[src/rtl/game_ram_sequencer.sv]
// game_ram_sequencer
//   Owns the shared 32x10 game RAM and runs the round sequence
//   IDLE -> P1 (player1 stores symbols) -> P2 (player2 replays, each entry
//   read back and compared) -> RESULT. Drives every RAM port. Produces the
//   score and status flags for the LED/HEX display.
// Ports
//   clock, resetn          system clock, async active-low reset
//   done_req               1-cycle pulse, advance round
//   p1_valid/p1_data       player1 symbol strobe/data, p1_ready = room left in P1
//   p2_valid/p2_data       player2 guess strobe/data, p2_ready = expected latched
//   ram_addr/data/wren     registered RAM controls, ram_q = RAM read data
//   state                  0 IDLE, 1 P1, 2 P2, 3 RESULT
//   len/idx/score          stored / compared / matched counts (AW+1 bits)
//   overflow               sticky, symbol offered while RAM full
//   game_over              state == RESULT
module game_ram_sequencer #(
   parameter int DEPTH = 32,
   parameter int AW    = 5,
   parameter int DW    = 10
) (
   input  logic          clock,
   input  logic          resetn,
   input  logic          done_req,
   input  logic          p1_valid,
   input  logic [DW-1:0] p1_data,
   output logic          p1_ready,
   input  logic          p2_valid,
   input  logic [DW-1:0] p2_data,
   output logic          p2_ready,
   output logic [AW-1:0] ram_addr,
   output logic [DW-1:0] ram_data,
   output logic          ram_wren,
   input  logic [DW-1:0] ram_q,
   output logic [1:0]    state,
   output logic [AW:0]   len,
   output logic [AW:0]   idx,
   output logic [AW:0]   score,
   output logic          overflow,
   output logic          game_over
);

   localparam logic [1:0] S_IDLE = 2'd0;
   localparam logic [1:0] S_P1   = 2'd1;
   localparam logic [1:0] S_P2   = 2'd2;
   localparam logic [1:0] S_RES  = 2'd3;
   localparam logic [AW:0] FULL  = (AW+1)'(DEPTH);

   // done_pend: done_req arrived together with an accepted write; the write
   // cycle is finished in P1 before moving on, so ram_wren never shows in P2.
   logic          done_pend;
   // Read pipeline: [0] = address on the bus, [1] = RAM sampled it, ram_q valid.
   logic [1:0]    vld_pipe;
   logic [DW-1:0] expected;
   logic          wr_ok, cmp_ok;
   logic [AW:0]   idx_inc;

   assign p1_ready  = (state == S_P1) && !done_pend && (len < FULL);
   assign wr_ok     = p1_ready && p1_valid;
   assign cmp_ok    = (state == S_P2) && p2_valid && p2_ready;
   assign idx_inc   = idx + 1'b1;
   assign game_over = (state == S_RES);

   always_ff @(posedge clock or negedge resetn) begin
      if (!resetn) begin
         state     <= S_IDLE;
         len       <= '0;
         idx       <= '0;
         score     <= '0;
         ram_addr  <= '0;
         ram_data  <= '0;
         ram_wren  <= 1'b0;
         p2_ready  <= 1'b0;
         overflow  <= 1'b0;
         done_pend <= 1'b0;
         vld_pipe  <= '0;
         expected  <= '0;
      end else begin
         ram_wren <= 1'b0;
         vld_pipe <= {vld_pipe[0], 1'b0};
         case (state)
            S_IDLE: begin
               if (done_req) begin
                  state     <= S_P1;
                  len       <= '0;
                  idx       <= '0;
                  score     <= '0;
                  overflow  <= 1'b0;
                  done_pend <= 1'b0;
               end
            end
            S_P1: begin
               if (wr_ok) begin
                  ram_wren <= 1'b1;
                  ram_addr <= len[AW-1:0];
                  ram_data <= p1_data;
                  len      <= len + 1'b1;
               end else if (p1_valid && !done_pend && len == FULL) begin
                  overflow <= 1'b1;
               end
               if (done_pend || (done_req && !wr_ok && len != '0)) begin
                  // enter P2 and issue the read of entry 0 in its first cycle
                  done_pend   <= 1'b0;
                  state       <= S_P2;
                  ram_addr    <= idx[AW-1:0];
                  vld_pipe[0] <= 1'b1;
               end else if (done_req && wr_ok) begin
                  done_pend <= 1'b1;
               end else if (done_req) begin
                  state <= S_RES;        // nothing stored, nothing to replay
               end
            end
            S_P2: begin
               if (vld_pipe[1]) begin
                  expected <= ram_q;
                  p2_ready <= 1'b1;
               end
               if (cmp_ok) begin
                  p2_ready <= 1'b0;
                  idx      <= idx_inc;
                  if (p2_data == expected) score <= score + 1'b1;
                  if (idx_inc == len || done_req) begin
                     state <= S_RES;
                  end else begin
                     ram_addr    <= idx_inc[AW-1:0];
                     vld_pipe[0] <= 1'b1;
                  end
               end else if (done_req) begin
                  state    <= S_RES;
                  p2_ready <= 1'b0;
                  vld_pipe <= '0;
               end
            end
            default: begin
               p2_ready <= 1'b0;
               vld_pipe <= '0;
               if (done_req) state <= S_IDLE;
            end
         endcase
      end
   end

endmodule
[config.mk]
export PLATFORM = sky130hd
export DESIGN_NAME = game_ram_sequencer
export DESIGN_NICKNAME = d
export VERILOG_FILES = /design/src/rtl/game_ram_sequencer.sv
export SDC_FILE = /design/constraint.sdc
export NUM_CORES = 1
export LEC_CHECK = 0
export ABC_AREA = 1
export BUFFER_PORTS_ARGS = -buffer_cell sky130_fd_sc_hd__buf_2
export CAP_MARGIN = 20
export CORE_ASPECT_RATIO = 1.2
export CORE_MARGIN = 5
export CORE_UTILIZATION = 48
export CTS_CLUSTER_SIZE = 12
export DETAILED_ROUTE_END_ITERATION = 10
export PLACE_DENSITY = 0.76
export SLEW_MARGIN = 0
export SYNTH_ARGS = -nofsm -noshare
export SYNTH_HDL_FRONTEND = slang
export SYNTH_SLANG_ARGS = --single-unit
[constraint.sdc]
create_clock -name clock -period 1.8 [get_ports clock]
set_clock_uncertainty 0.05 [all_clocks]
set_input_delay 0 -clock clock [delete_from_list [all_inputs] [get_ports clock]]
set_output_delay 0 -clock clock [all_outputs]
set_load 0.02 [all_outputs]
Word level (Yosys, flattened, before mapping)

Cells that the tools add are included.

Flip-flop bits (word level): 51
Input bits: 35
Output and inout bits: 40
Word-level logic and storage cells: 107

$add $sub $neg: 3
$lt $le $gt $ge: 1
Equality and inequality tests: 18
Multiplexer cells: 41
Bitwise logic cells: 1
Reduce and logical (&&, ||, !) cells: 31

Operator list:

| cell                                                            | count |
|---|---|
| 6-bit case mux with 2 select lines                              | 3 |
| 6-bit two-way mux                                               | 5 |
| 5-bit two-way mux                                               | 4 |
| 6-bit by 1-bit adder with 6-bit output, second input constant   | 3 |
| 2-bit two-way mux                                               | 8 |
| 4-bit AND reduction                                             | 4 |
| 1-bit two-way mux                                               | 14 |
| 10-bit equality test                                            | 1 |
| 1-bit logical AND                                               | 10 |
| 2-bit != test, second input constant                            | 5 |
| 1-bit case mux with 2 select lines                              | 5 |
| 5-bit case mux with 2 select lines                              | 1 |
| 3-bit AND reduction                                             | 3 |
| 6-bit equality test                                             | 1 |
| 6-bit equality test, second input constant                      | 1 |
| 6-bit less-than comparator, second input constant               | 1 |
| 3-bit by 2-bit != test with 1-bit output, second input constant | 2 |
| 2-bit case mux with 3 select lines                              | 1 |
| 2-bit AND reduction                                             | 3 |
| 2-bit nonzero test                                              | 3 |
| 6-bit nonzero test                                              | 1 |
| 2-bit equality test, second input constant                      | 2 |
| 2-bit by 1-bit != test with 1-bit output, second input constant | 2 |
| 4-bit != test, second input constant                            | 1 |
| 9 further kinds                                                 | 11 |

Depth between registers and ports, before layout

Gate-level depths: netlist of run 1.

Depth in word-level cells: 10
Gate-level depth with buffers: 13
Depth with buffers taken out: 13

Least setup slack after synthesis of run 1

OpenSTA, ideal clock, no wires.

Path type: register -> register
Start point: register state[1]
End point: register ram_addr[0]
Library setup time: 0.117 ns
Arrival: 1.832 ns
Slack: -0.199 ns
Stages on the path, launching flop included: 13
Cells stage by stage: dfrtp_1 -> inv_1 -> ha_1 -> buf_6 -> inv_4 -> nor3_4 -> nand2_4 -> nand3_4 -> nand2_4 -> o21ai_2 -> inv_2 -> nand3_1 -> nand2_1

Longest elaborated chain between the ends: 10
Elaborated cells on any way between the ends: 18
Classes of those cells: eq/ne: 5; mux: 2; reduce/logical: 11

Ends and longest elaborated chain:

| item                                                                                           | line | text |
|---|---|---|
| start: declaration                                                                             | 34   | `output logic [1:0] state,` |
| start signal: assignment                                                                       | 65   | `state <= S_IDLE;` |
| start signal: assignment                                                                       | 83   | `state <= S_P1;` |
| start signal: assignment                                                                       | 103  | `state <= S_P2;` |
| 2-bit by 1-bit equality test with 1-bit output *                                               | 57   | `assign p1_ready = (state == S_P1) && !done_pend && (len < FULL);` |
| 1-bit logical AND * (2 in series)                                                              | 57   |  |
| net p1_ready                                                                                   | 26   | `output logic p1_ready,` |
| 1-bit logical AND *                                                                            | 58   | `assign wr_ok = p1_ready && p1_valid;` |
| 1-bit zero test                                                                                | 100  | `if (done_pend \|\| (done_req && !wr_ok && len != '0)) begin` |
| 1-bit logical AND (2 in series)                                                                | 100  |  |
| 1-bit logical OR                                                                               | 100  |  |
| 3-bit by 2-bit != test with 1-bit output (no source line) or 5-bit two-way mux (tied branches) | --   |  |
| 4-bit AND reduction (no source line) or 5-bit case mux with 2 select lines (tied branches)     | --   |  |
| end signal: assignment                                                                         | 94   | `ram_addr <= len[AW-1:0];` |
| end signal: assignment                                                                         | 104  | `ram_addr <= idx[AW-1:0];` |
| end signal: assignment                                                                         | 124  | `ram_addr <= idx_inc[AW-1:0];` |
| end: declaration                                                                               | 30   | `output logic [AW-1:0] ram_addr,` |

The timed path passes the listed nets; every way through them passes the cells marked *.
A chain may end at the register's enable or synchronous reset.

Worst setup path after layout of run 1

Start point: register state[1]
End point: register len[4]

Longest elaborated chain between the ends: 6
Elaborated cells on any way between the ends: 10
Classes of those cells: eq/ne: 3; mux: 1; reduce/logical: 6

Ends and longest elaborated chain:

| item                                           | line   | text |
|---|---|---|
| 2-bit by 1-bit equality test with 1-bit output | 57, 80 |  |
| 1-bit logical AND (2 in series)                | 57     |  |
| 1-bit logical AND                              | 58     |  |
| 2-bit != test (no source line)                 | --     |  |
| 3-bit AND reduction (no source line)           | --     |  |
| end signal: assignment                         | 96     | `len <= len + 1'b1;` |
| end: declaration                               | 35     | `output logic [AW:0] len,` |

Parallel ways exist; a longest one is shown, timed or not.

==> results.json, run 1 <==
{
  "status": "complete, but fails checks",
  "violations": "negative setup slack",
  "track_usage_pct": 20.1,
  "io-pin-count": 75,
  "cts.reportedPaths.clkPinSlew_ns": 0.09,
  "fin_crit_sh_pct": 101,
  "grt_pass1_wl_mm": 12.2,
  "final.hold.worst_slack_ns": 0.0219,
  "fp.dieH_um": 94.8,
  "synth_area_leaders": "dfrtp_1 (44%), nand2_1 (17%), nand3_1 (6.4%)",
  "final-instance-count-excl-fill": 586,
  "yosysUniqueCellTypes": 37,
  "synth_largest_type_area_fraction_pct": 44.4,
  "number_of_buffers_inserted_by_port_buffering": 74,
  "area_delta_synth_final_pct": 39.3,
  "tritoncts.num_buffers": 5,
  "cp-end-kind": "register",
  "cts_sinks": 51,
  "die_w_um": 80.6,
  "synth_top_area_cell": "dfrtp_1",
  "start_kind": "register",
  "final-setup-viol-count": 2,
  "drv.max_cap_violation_count": 0,
  "detailroute.via_count": 2885,
  "worst_ir_drop_vdd_mv": 0.859,
  "drcViolationCount": 0,
  "cp_data_required_time_ns": 1.99,
  "cts_max_path_buffers": 2,
  "cellPowerDensity_mw_per_mm2": 1440,
  "cts_htree_levels": 2,
  "class_of_the_most_critical_setup_path": "register to register",
  "clock_tree.root_cell": "clkbuf_8",
  "cts_tree": "built",
  "remaining_antenna_violation_count_after_routing": 0,
  "final_max_slew_viol_count": 0,
  "wirelength_mm": 7.50,
  "clk_latency_ns": 0.31,
  "coreArea_sq_mm": 0.00593,
  "number_of_global_route_vias_before_repair": 2828,
  "drt-vias-per-instance": 4.92,
  "fin_area_sq_mm": 0.00400,
  "synth.cell_area_sq_mm": 0.00287,
  "syn-num-nets": 416,
  "timing.critical_path.arrival_ns": 2.01,
  "syn_inst": 373,
  "initial_antenna_violation_count": 0,
  "final_critical_path_setup_slack_ns": -0.0124,
  "power.leakage_nw": 2.14,
  "initial_core_util_pct": 48.4,
  "timing.hold.worst.class": "primary input to register",
  "yosysWarnings": 0,
  "postPlaceCellArea_sq_mm": 0.00350,
  "final_hold_viol_count": 0,
  "maxClockFrequency_mhz": 552,
  "route.detailed.wl_per_inst_um": 12.8,
  "seq_area_frac_synth_pct": 44.4,
  "critPathMaxFanout": 5,
  "timing.final.crit_period_ns": 1.81,
  "unrepaired_setup_endpoints_after_global_routing": "yes",
  "antenna_cells": 0,
  "grt_start_max_net_pins": 29,
  "place_congestion": 0.923,
  "finalNetCount": 546,
  "dp.cells": 546,
  "overflow": 0,
  "floorplan.rows": 31,
  "design.die.area_sq_mm": 0.00764,
  "fin_tns_setup_ns": -0.0142,
  "drtPass1Iterations": 6,
  "proportion_of_layout_cells_with_a_drive_suffix_above_1_pct": 31.7,
  "synth_seq_cells": 51,
  "dpl.hpwl_mm": 5.44,
  "postSynthAreaPerCell_sq_um": 7.71,
  "detailedRoute.firstIterationViolations": 130,
  "relSlewSlack_pct": 60.6,
  "worstMarginPinSlew_ns": 0.591,
  "total_power_mw": 5.75
}
## critical path, cell delays in order, from the launching register on
cell	delay (ns)
dfrtp_2	0.45
inv_4	0.08
ha_4	0.14
inv_4	0.04
nor3_4	0.23
nand2_4	0.12
a21oi_4	0.21
nand3_2	0.12
o21ai_2	0.14
nand2_1	0.07
nor2_1	0.09
## registers in the layout, indices dropped and copies added (netlist names)
register	cells
state	2
idx	6
ram_data	10
expected	10
score	6
ram_addr	5
overflow	1
vld_pipe	2
ram_wren	1
done_pend	1
len	6
p2_ready	1
## routing by layer
metal  vias up  routed length (um)  track usage [%]
met5         -                   0                0
met4         0                 184             7.61
met3        17                 389             3.05
met2        97                3820             36.4
met1      1323                3110             23.6
li1       1448                   -                -
## final timing paths
kind                               end  slack [ns]   startpoint  cells after the start
setup / recovery                len[4]       -0.01     state[1]                     10
hold / removal             vld_pipe[1]        0.02     p2_valid                      3
setup reg to reg                len[4]       -0.01     state[1]                     10
hold reg to reg            vld_pipe[1]        0.43  vld_pipe[0]                      2
max in group asynchronous       idx[5]        0.92       resetn                      3
min in group asynchronous  ram_addr[1]        0.17       resetn                      2
## cells in the final DEF (no fill, tap or decap), types with 3 or more instances in the layout
cell type	n
a21oi_1	8
buf_2	74
buf_4	33
clkbuf_8	5
dfrtp_1	49
dlygate4sd3_1	22
ha_1	4
ha_4	3
inv_1	31
inv_2	5
inv_4	3
mux2_2	6
nand2_1	128
nand2_2	4
nand2_4	4
nand3_1	33
nand3_2	5
nand4_1	3
nor2_1	25
nor3_1	7
o21ai_0	6
o21ai_1	6
xor2_1	8
## metrics by stage
| stage | utilization, % | worst slack [ns] |
|---|---|---|
| global placement | 59.0 | 0.0396 |
| floorplan | - | -0.119 |
| finish | 67.5 | -0.0124 |
| detailed placement | 59.0 | -0.00280 |
| CTS | 65.0 | 0.0203 |
| global route | 67.5 | -0.102 |
## power by group
part	internal (mW)	leakage (nW)	switching (mW)
Sequential	1.51	0.662	0.226
Clock	0.414	0.0581	0.390
Combinational	1.31	1.42	1.91
## cells in the mapped netlist
library cell / count
nand2_4: 3
inv_1: 36
buf_4: 1
a22oi_1: 1
inv_2: 2
mux2_2: 6
nor3_4: 1
o211ai_1: 1
or2_2: 2
a21oi_1: 9
inv_4: 1
a21boi_0: 1
o21bai_1: 1
a211oi_1: 2
nand3_2: 1
ha_1: 8
nand2_2: 1
a21oi_4: 1
nand2_1: 132
o22ai_1: 2
xor2_1: 8
a31oi_1: 2
clkinv_1: 2
buf_2: 2
clkbuf_1: 3
o21ai_2: 1
o21ai_1: 6
nor3_1: 7
xnor2_1: 2
nor2_2: 2
nand3_4: 1
o21ai_0: 7
dfrtp_1: 51
nand4_1: 3
nor2_1: 26
buf_6: 1
nand3_1: 37
## area by class of cell
| class | instances | area, sq um |
|---|---|---|
| clock buffer | 5 | 68.8 |
| fill | 488 | 1930 |
| sequential | 51 | 1280 |
| multi-input combinational | 274 | 1500 |
| tap | 82 | 103 |
| clock inverter | 3 | 43.8 |
| inverter | 41 | 161 |
| timing repair buffer | 130 | 850 |
## kinds of logic (layout without fill, tap and decap cells)
logic type | Yosys count | in the layout | synth area share (%)
buf+inv | 48 | 179 | 6.84
simple gates | 216 | 216 | 32.7
mux | 6 | 6 | 2.35
xor+xnor | 10 | 10 | 3.05
flops | 51 | 51 | 44.4
fa+ha+maj | 8 | 8 | 3.48
compound gates | 34 | 34 | 7.14
## repair_timing
action / in CTS / in global routing
cloned: 0 / 0
endpoints found under the setup margin: 14 / 20
pin swaps: 0 / 14
hold endpoints to repair: 47 / 0
resized for setup: 1 / 25
hold buffers: 22 / 0
buffers inserted: 3 / 7
(Power assumes the default switching activity.)
==> run 2, diff against run 1 <==
Settings changed: CELL_PAD_IN_SITES_DETAIL_PLACEMENT from default to 0, CELL_PAD_IN_SITES_GLOBAL_PLACEMENT from default to 2, CORE_UTILIZATION 48 to 27, PLACE_DENSITY 0.76 to default, PLACE_DENSITY_LB_ADDON from default to 0.1, SETUP_SLACK_MARGIN from default to 0.4.
==> run 2 against run 1 <==
The run now ends clean; flip-flop and latch count did not move; sequential share of layout area fell by 4.9 points; maximum frequency rose by 3.2%; sequential power barely moved; combinational power rose by 33%; register-to-register slack improved by 0.06 ns; non-clock buffer count rose by 18; clock-buffer cell count did not move; cell count rose by 11%; hold slack got worse by 0.0079 ns; critical path depth rose by 2; setup slack improved by 0.056 ns; critical endpoint is now ram_addr[0]; highest routed layer unchanged.
==> results.json, run 2 (synthesis gave the netlist of run 1 again) <==
{
  "status": "finished clean",
  "cp-end-kind": "register",
  "cts_max_path_buffers": 2,
  "initial_antenna_violation_count": 0,
  "maxClockFrequency_mhz": 569,
  "cts_tree": "built",
  "tritoncts.num_buffers": 5,
  "fin_area_sq_mm": 0.00473,
  "total_power_mw": 7.14,
  "detailroute.via_count": 2912,
  "grt_start_max_net_pins": 33,
  "cts.reportedPaths.clkPinSlew_ns": 0.07,
  "proportion_of_layout_cells_with_a_drive_suffix_above_1_pct": 44.6,
  "final_hold_viol_count": 0,
  "cell_internal_pwr_mw": 4.08,
  "hold_path_startpoint": "done_req",
  "critPathMostFrequentCell": "nand2_4",
  "floorplan.rows": 41,
  "critPathMaxFanout": 7,
  "fp.dieH_um": 123,
  "final_max_slew_viol_count": 0,
  "timing.critical_path.arrival_ns": 1.89,
  "die_w_um": 104,
  "wirelength_mm": 9.19,
  "worst_ir_drop_vdd_mv": 0.657,
  "power.share.clock_pct": 15.4,
  "cellPowerDensity_mw_per_mm2": 1510,
  "antenna_cells": 0,
  "cp_data_required_time_ns": 1.94,
  "io-pin-count": 75,
  "leading_cell_type_in_the_layout_fill_and_taps_excluded": "nand2_1",
  "switching_power_as_a_share_of_total_power_pct": 42.8,
  "class_of_the_most_critical_setup_path": "register to register",
  "cts_sinks": 51,
  "timing.hold.worst.class": "primary input to register",
  "reg_power_share_pct": 24.8,
  "place_congestion": 0.767,
  "finalNetCount": 565,
  "clock_tree.root_cell": "clkbuf_16",
  "min_path_cells": 3,
  "multi_input_comb_area_sq_mm": 0.00181,
  "final.hold.worst_slack_ns": 0.0141,
  "initial_core_util_pct": 27.5,
  "worstMarginPinSlew_ns": 0.532,
  "comb_power_share_pct": 59.8,
  "r2r-start": "state[0]",
  "route.detailed.wl_per_inst_um": 14.1,
  "path_cells": "buf_6 > ha_4 > inv_4 > nor3_4 > nand2_4 > nand3_4 > nand2_4 > o21ai_2 > inv_2 > nand2_4 > nand2_1 > nand2_1",
  "number_of_global_route_vias_before_repair": 2855,
  "worst_path_max_delay_cell": "dfrtp_2",
  "start_kind": "register",
  "cpPeakStageDelay_ns": 0.43,
  "postPlaceCellArea_sq_mm": 0.00359,
  "reg_top3": "expected (10), ram_data (10)",
  "power.leakage_nw": 2.38,
  "relSlewSlack_pct": 64.5,
  "layout.cells.most_common_list": "nand2_1 (104), buf_2 (71), dfrtp_1 (48), nand3_1 (30), inv_1 (27)",
  "utilization_pct": 45.2,
  "design.die.area_sq_mm": 0.0128,
  "coreArea_sq_mm": 0.0105,
  "grt_pass1_wl_mm": 14.3,
  "register_area_sq_mm": 0.00128,
  "unrepaired_setup_endpoints_after_global_routing": "yes",
  "drtPass1Iterations": 4,
  "final-setup-viol-count": 0,
  "overflow": 0,
  "number_of_buffers_inserted_by_port_buffering": 74,
  "drv.max_cap_violation_count": 0,
  "drt-vias-per-instance": 4.47,
  "track_usage_pct": 13.7,
  "switching_power_mw": 3.06,
  "worst_r2r_endpoint": "ram_addr[0]",
  "area_delta_synth_final_pct": 64.7,
  "remaining_antenna_violation_count_after_routing": 0,
  "detailedRoute.firstIterationViolations": 57,
  "hold-path-endpoint": "done_pend",
  "fin_crit_sh_pct": 97.6,
  "dpl.hpwl_mm": 6.67,
  "worst_r2r_path_depth": 12,
  "r2r_setup_slack_ns": 0.04,
  "timing.final.crit_period_ns": 1.76,
  "n_fill_cell": 1075,
  "cts_htree_levels": 2,
  "drcViolationCount": 0,
  "clk_latency_ns": 0.29
}
-- run 2: stage by stage --
step | worst slack (ns) | cells | setup TNS [ns]
3_3_place_gp | -0.0263 | 592 | -0.0521
3_5_place_dp | -0.0376 | 592 | -0.156
4_1_cts | 0.0576 | 639 | 0
5_1_grt | -0.0845 | 652 | -0.524
2_1_floorplan | -0.119 | 373 | -0.950
6_report | 0.0434 | 652 | 0
-- run 2: power groups by stage --
stage / clock network [mW] / logic [mW] / registers (mW)
6_report: 1.10 / 4.27 / 1.77
3_5_place_dp: 0 / 3.04 / 1.74
3_3_place_gp: 0 / 3.05 / 1.73
5_1_grt: 1.18 / 4.66 / 1.81
2_1_floorplan: 0 / 1.72 / 2.02
4_1_cts: 1.15 / 3.60 / 1.73
-- run 2: worst max-delay path: cells and delay by family (launching register included) --
family,cells,cell delay [ns]
compound gates,1,0.07
fa+ha+maj,1,0.16
buf+inv,3,0.30
flops,1,0.43
simple gates,7,0.62
-- run 2: metal layers --
layer  global-route usage (%)  share of wire, %  up-vias
met5                        0                 0        -
met4                     4.37               1.3        0
met3                     2.72               3.1        8
met2                     24.5                50       49
met1                     16.6                45     1351
li1                         -                 -     1504
-- run 2: how the worst max path moves through the flow --
| stage | from | end | depth (start not counted) |
|---|---|---|---|
| after floorplan | state[1] | ram_addr[0] | 12 |
| after global placement | state[0] | score[4] | 9 |
| after detailed placement | state[0] | score[3] | 9 |
| after CTS | idx[0] | ram_addr[0] | 12 |
| after global routing | state[0] | ram_addr[0] | 12 |
| final | state[0] | ram_addr[0] | 12 |
-- run 2: layout make-up --
class,instances,area share (%)
Sequential cell,51,27.0
Clock inverter,3,0.925
Tap cell,129,3.41
Clock buffer,5,2.64
Timing Repair Buffer,148,24.3
Multi-Input combinational cell,275,38.1
Inverter,41,3.59
-- run 2: timing repair --
action | 4_1_cts | 5_1_grt
resized for setup | 45 | 91
cloned | 0 | 3
hold buffers | 22 | 0
hold endpoints to repair | 40 | 0
pin swaps | 11 | 24
buffers inserted | 17 | 10
setup endpoints to repair | 50 | 53
==> run 3, diff against run 2 <==
Settings changed: CTS_CLUSTER_SIZE 12 to 30, PLACE_DENSITY from default to 0.82, PLACE_DENSITY_LB_ADDON 0.1 to default.
==> run 3 against run 2 <==
Combinational power shrank 3%; via count grew 0.21%; wire length shrank 2.5%; maximum frequency grew 0.55%; highest routed layer unchanged; clock power grew 11%.
==> results.json, run 3 (synthesis gave the netlist of run 1 again) <==
{
  "drv.max_cap_violation_count": 0,
  "total_power_mw": 7.13,
  "final_hold_viol_count": 0,
  "final_max_slew_viol_count": 0,
  "cp_data_required_time_ns": 1.98,
  "tritoncts.num_buffers": 5,
  "r2r_setup_slack_ns": 0.05,
  "number_of_buffers_inserted_by_port_buffering": 74,
  "final-setup-viol-count": 0,
  "drtPass1Iterations": 4,
  "start_kind": "register",
  "drt-vias-per-instance": 4.50,
  "overflow": 0,
  "clock_tree.root_cell": "clkbuf_16",
  "route.detailed.wl_per_inst_um": 13.8,
  "utilization_pct": 44.4,
  "design.die.area_sq_mm": 0.0128,
  "cts_tree": "built",
  "cts_max_path_buffers": 2,
  "timing.final.crit_period_ns": 1.75,
  "grt_pass1_wl_mm": 13.9,
  "worst_ir_drop_vdd_mv": 0.617,
  "leading_cell_type_in_the_layout_fill_and_taps_excluded": "nand2_1",
  "fin_area_sq_mm": 0.00465,
  "dpl.hpwl_mm": 6.25,
  "track_usage_pct": 13.2,
  "maxClockFrequency_mhz": 572,
  "grt_start_max_net_pins": 28,
  "initial_antenna_violation_count": 0,
  "class_of_the_most_critical_setup_path": "register to register",
  "cellPowerDensity_mw_per_mm2": 1530,
  "wirelength_mm": 8.96,
  "timing.hold.worst.class": "primary input to register",
  "number_of_global_route_vias_before_repair": 2895,
  "clk_latency_ns": 0.29,
  "finalNetCount": 561,
  "postPlaceCellArea_sq_mm": 0.00360,
  "critPathMaxFanout": 8,
  "cts.reportedPaths.clkPinSlew_ns": 0.07,
  "cts_sinks": 51,
  "worstMarginPinSlew_ns": 0.598,
  "remaining_antenna_violation_count_after_routing": 0,
  "layout.cells.most_common_list": "nand2_1 (101), buf_2 (72), dfrtp_1 (49), buf_4 (30), nand3_1 (28)",
  "reg_top3": "expected (10), ram_data (10)",
  "timing.critical_path.arrival_ns": 1.93,
  "detailroute.via_count": 2918,
  "unrepaired_setup_endpoints_after_global_routing": "yes",
  "relSlewSlack_pct": 60.1,
  "status": "finished clean",
  "detailedRoute.firstIterationViolations": 154,
  "cts_htree_levels": 2,
  "place_congestion": 0.819,
  "initial_core_util_pct": 27.5,
  "fin_crit_sh_pct": 97.1,
  "proportion_of_layout_cells_with_a_drive_suffix_above_1_pct": 43.2,
  "coreArea_sq_mm": 0.0105,
  "floorplan.rows": 41,
  "antenna_cells": 0,
  "drcViolationCount": 0,
  "cp-end-kind": "register",
  "io-pin-count": 75,
  "area_delta_synth_final_pct": 61.8,
  "power.leakage_nw": 2.35,
  "die_w_um": 104,
  "fp.dieH_um": 123,
  "final.hold.worst_slack_ns": 0.0649,
  "n_fill_cell": 1061
}
-- run 3: worst paths after layout --
kind	from	to	depth (start not counted)
setup / recovery	state[1]	ram_addr[0]	12
hold / removal	p2_valid	vld_pipe[1]	4
setup reg to reg	state[1]	ram_addr[0]	12
hold reg to reg	ram_data[3]	ram_data[3]	2
max in group asynchronous	resetn	idx[1]	3
min in group asynchronous	resetn	expected[8]	2
-- run 3: area by class of cell --
class                           instances  area [sq um]  area share (%)
Multi-Input combinational cell        276          1780            38.3
Sequential cell                        51          1280            27.5
Timing Repair Buffer                  143          1050            22.7
Inverter                               41           189            4.06
Tap cell                              129           161            3.47
Clock buffer                            6           129            2.77
Clock inverter                          2          60.1            1.29
-- run 3: critical path: stages (launching register included) --
cell     delay [ns]
dfrtp_2        0.43
inv_4          0.06
ha_4           0.14
inv_4          0.04
nor3_4         0.16
nand2_4        0.12
nand3_4        0.14
nand2_4        0.10
o21ai_2        0.13
inv_2          0.09
nand2_4        0.10
nand2_1        0.05
nand2_1        0.06
-- run 3: report_power, final --
part / leakage (nW) / switching, mW / internal (mW)
registers: 0.662 / 0.255 / 1.51
clock network: 0.0911 / 0.424 / 0.798
logic: 1.60 / 2.36 / 1.79
total: 2.35 / 3.04 / 4.10
-- run 3: what timing repair did --
item                                   CTS  global route
resized for setup                       58            65
setup endpoints to repair               52            53
endpoints found under the hold margin   45             0
hold buffers                            22             0
cloned                                   2             1
pin swaps                                6            20
setup buffers                           13             9
-- run 3: through the flow --
step	TNS, ns	worst slack, ns	std cells
floorplan	-0.950	-0.119	373
global placement	0	0.0302	593
detailed placement	-0.142	-0.0282	593
CTS	0	0.0355	638
global route	-0.687	-0.113	648
finish	0	0.0530	648
-- run 3: layer usage --
| layer | part of all wire, % | wire length (um) | up-vias | track usage (%) |
|---|---|---|---|---|
| met5 | 0 | 0 | - | 0 |
| met4 | 1.9 | 173 | 0 | 5.75 |
| met3 | 3.2 | 286 | 13 | 2.19 |
| met2 | 53 | 4750 | 45 | 22.7 |
| met1 | 42 | 3750 | 1372 | 16.3 |
| li1 | - | - | 1488 | - |
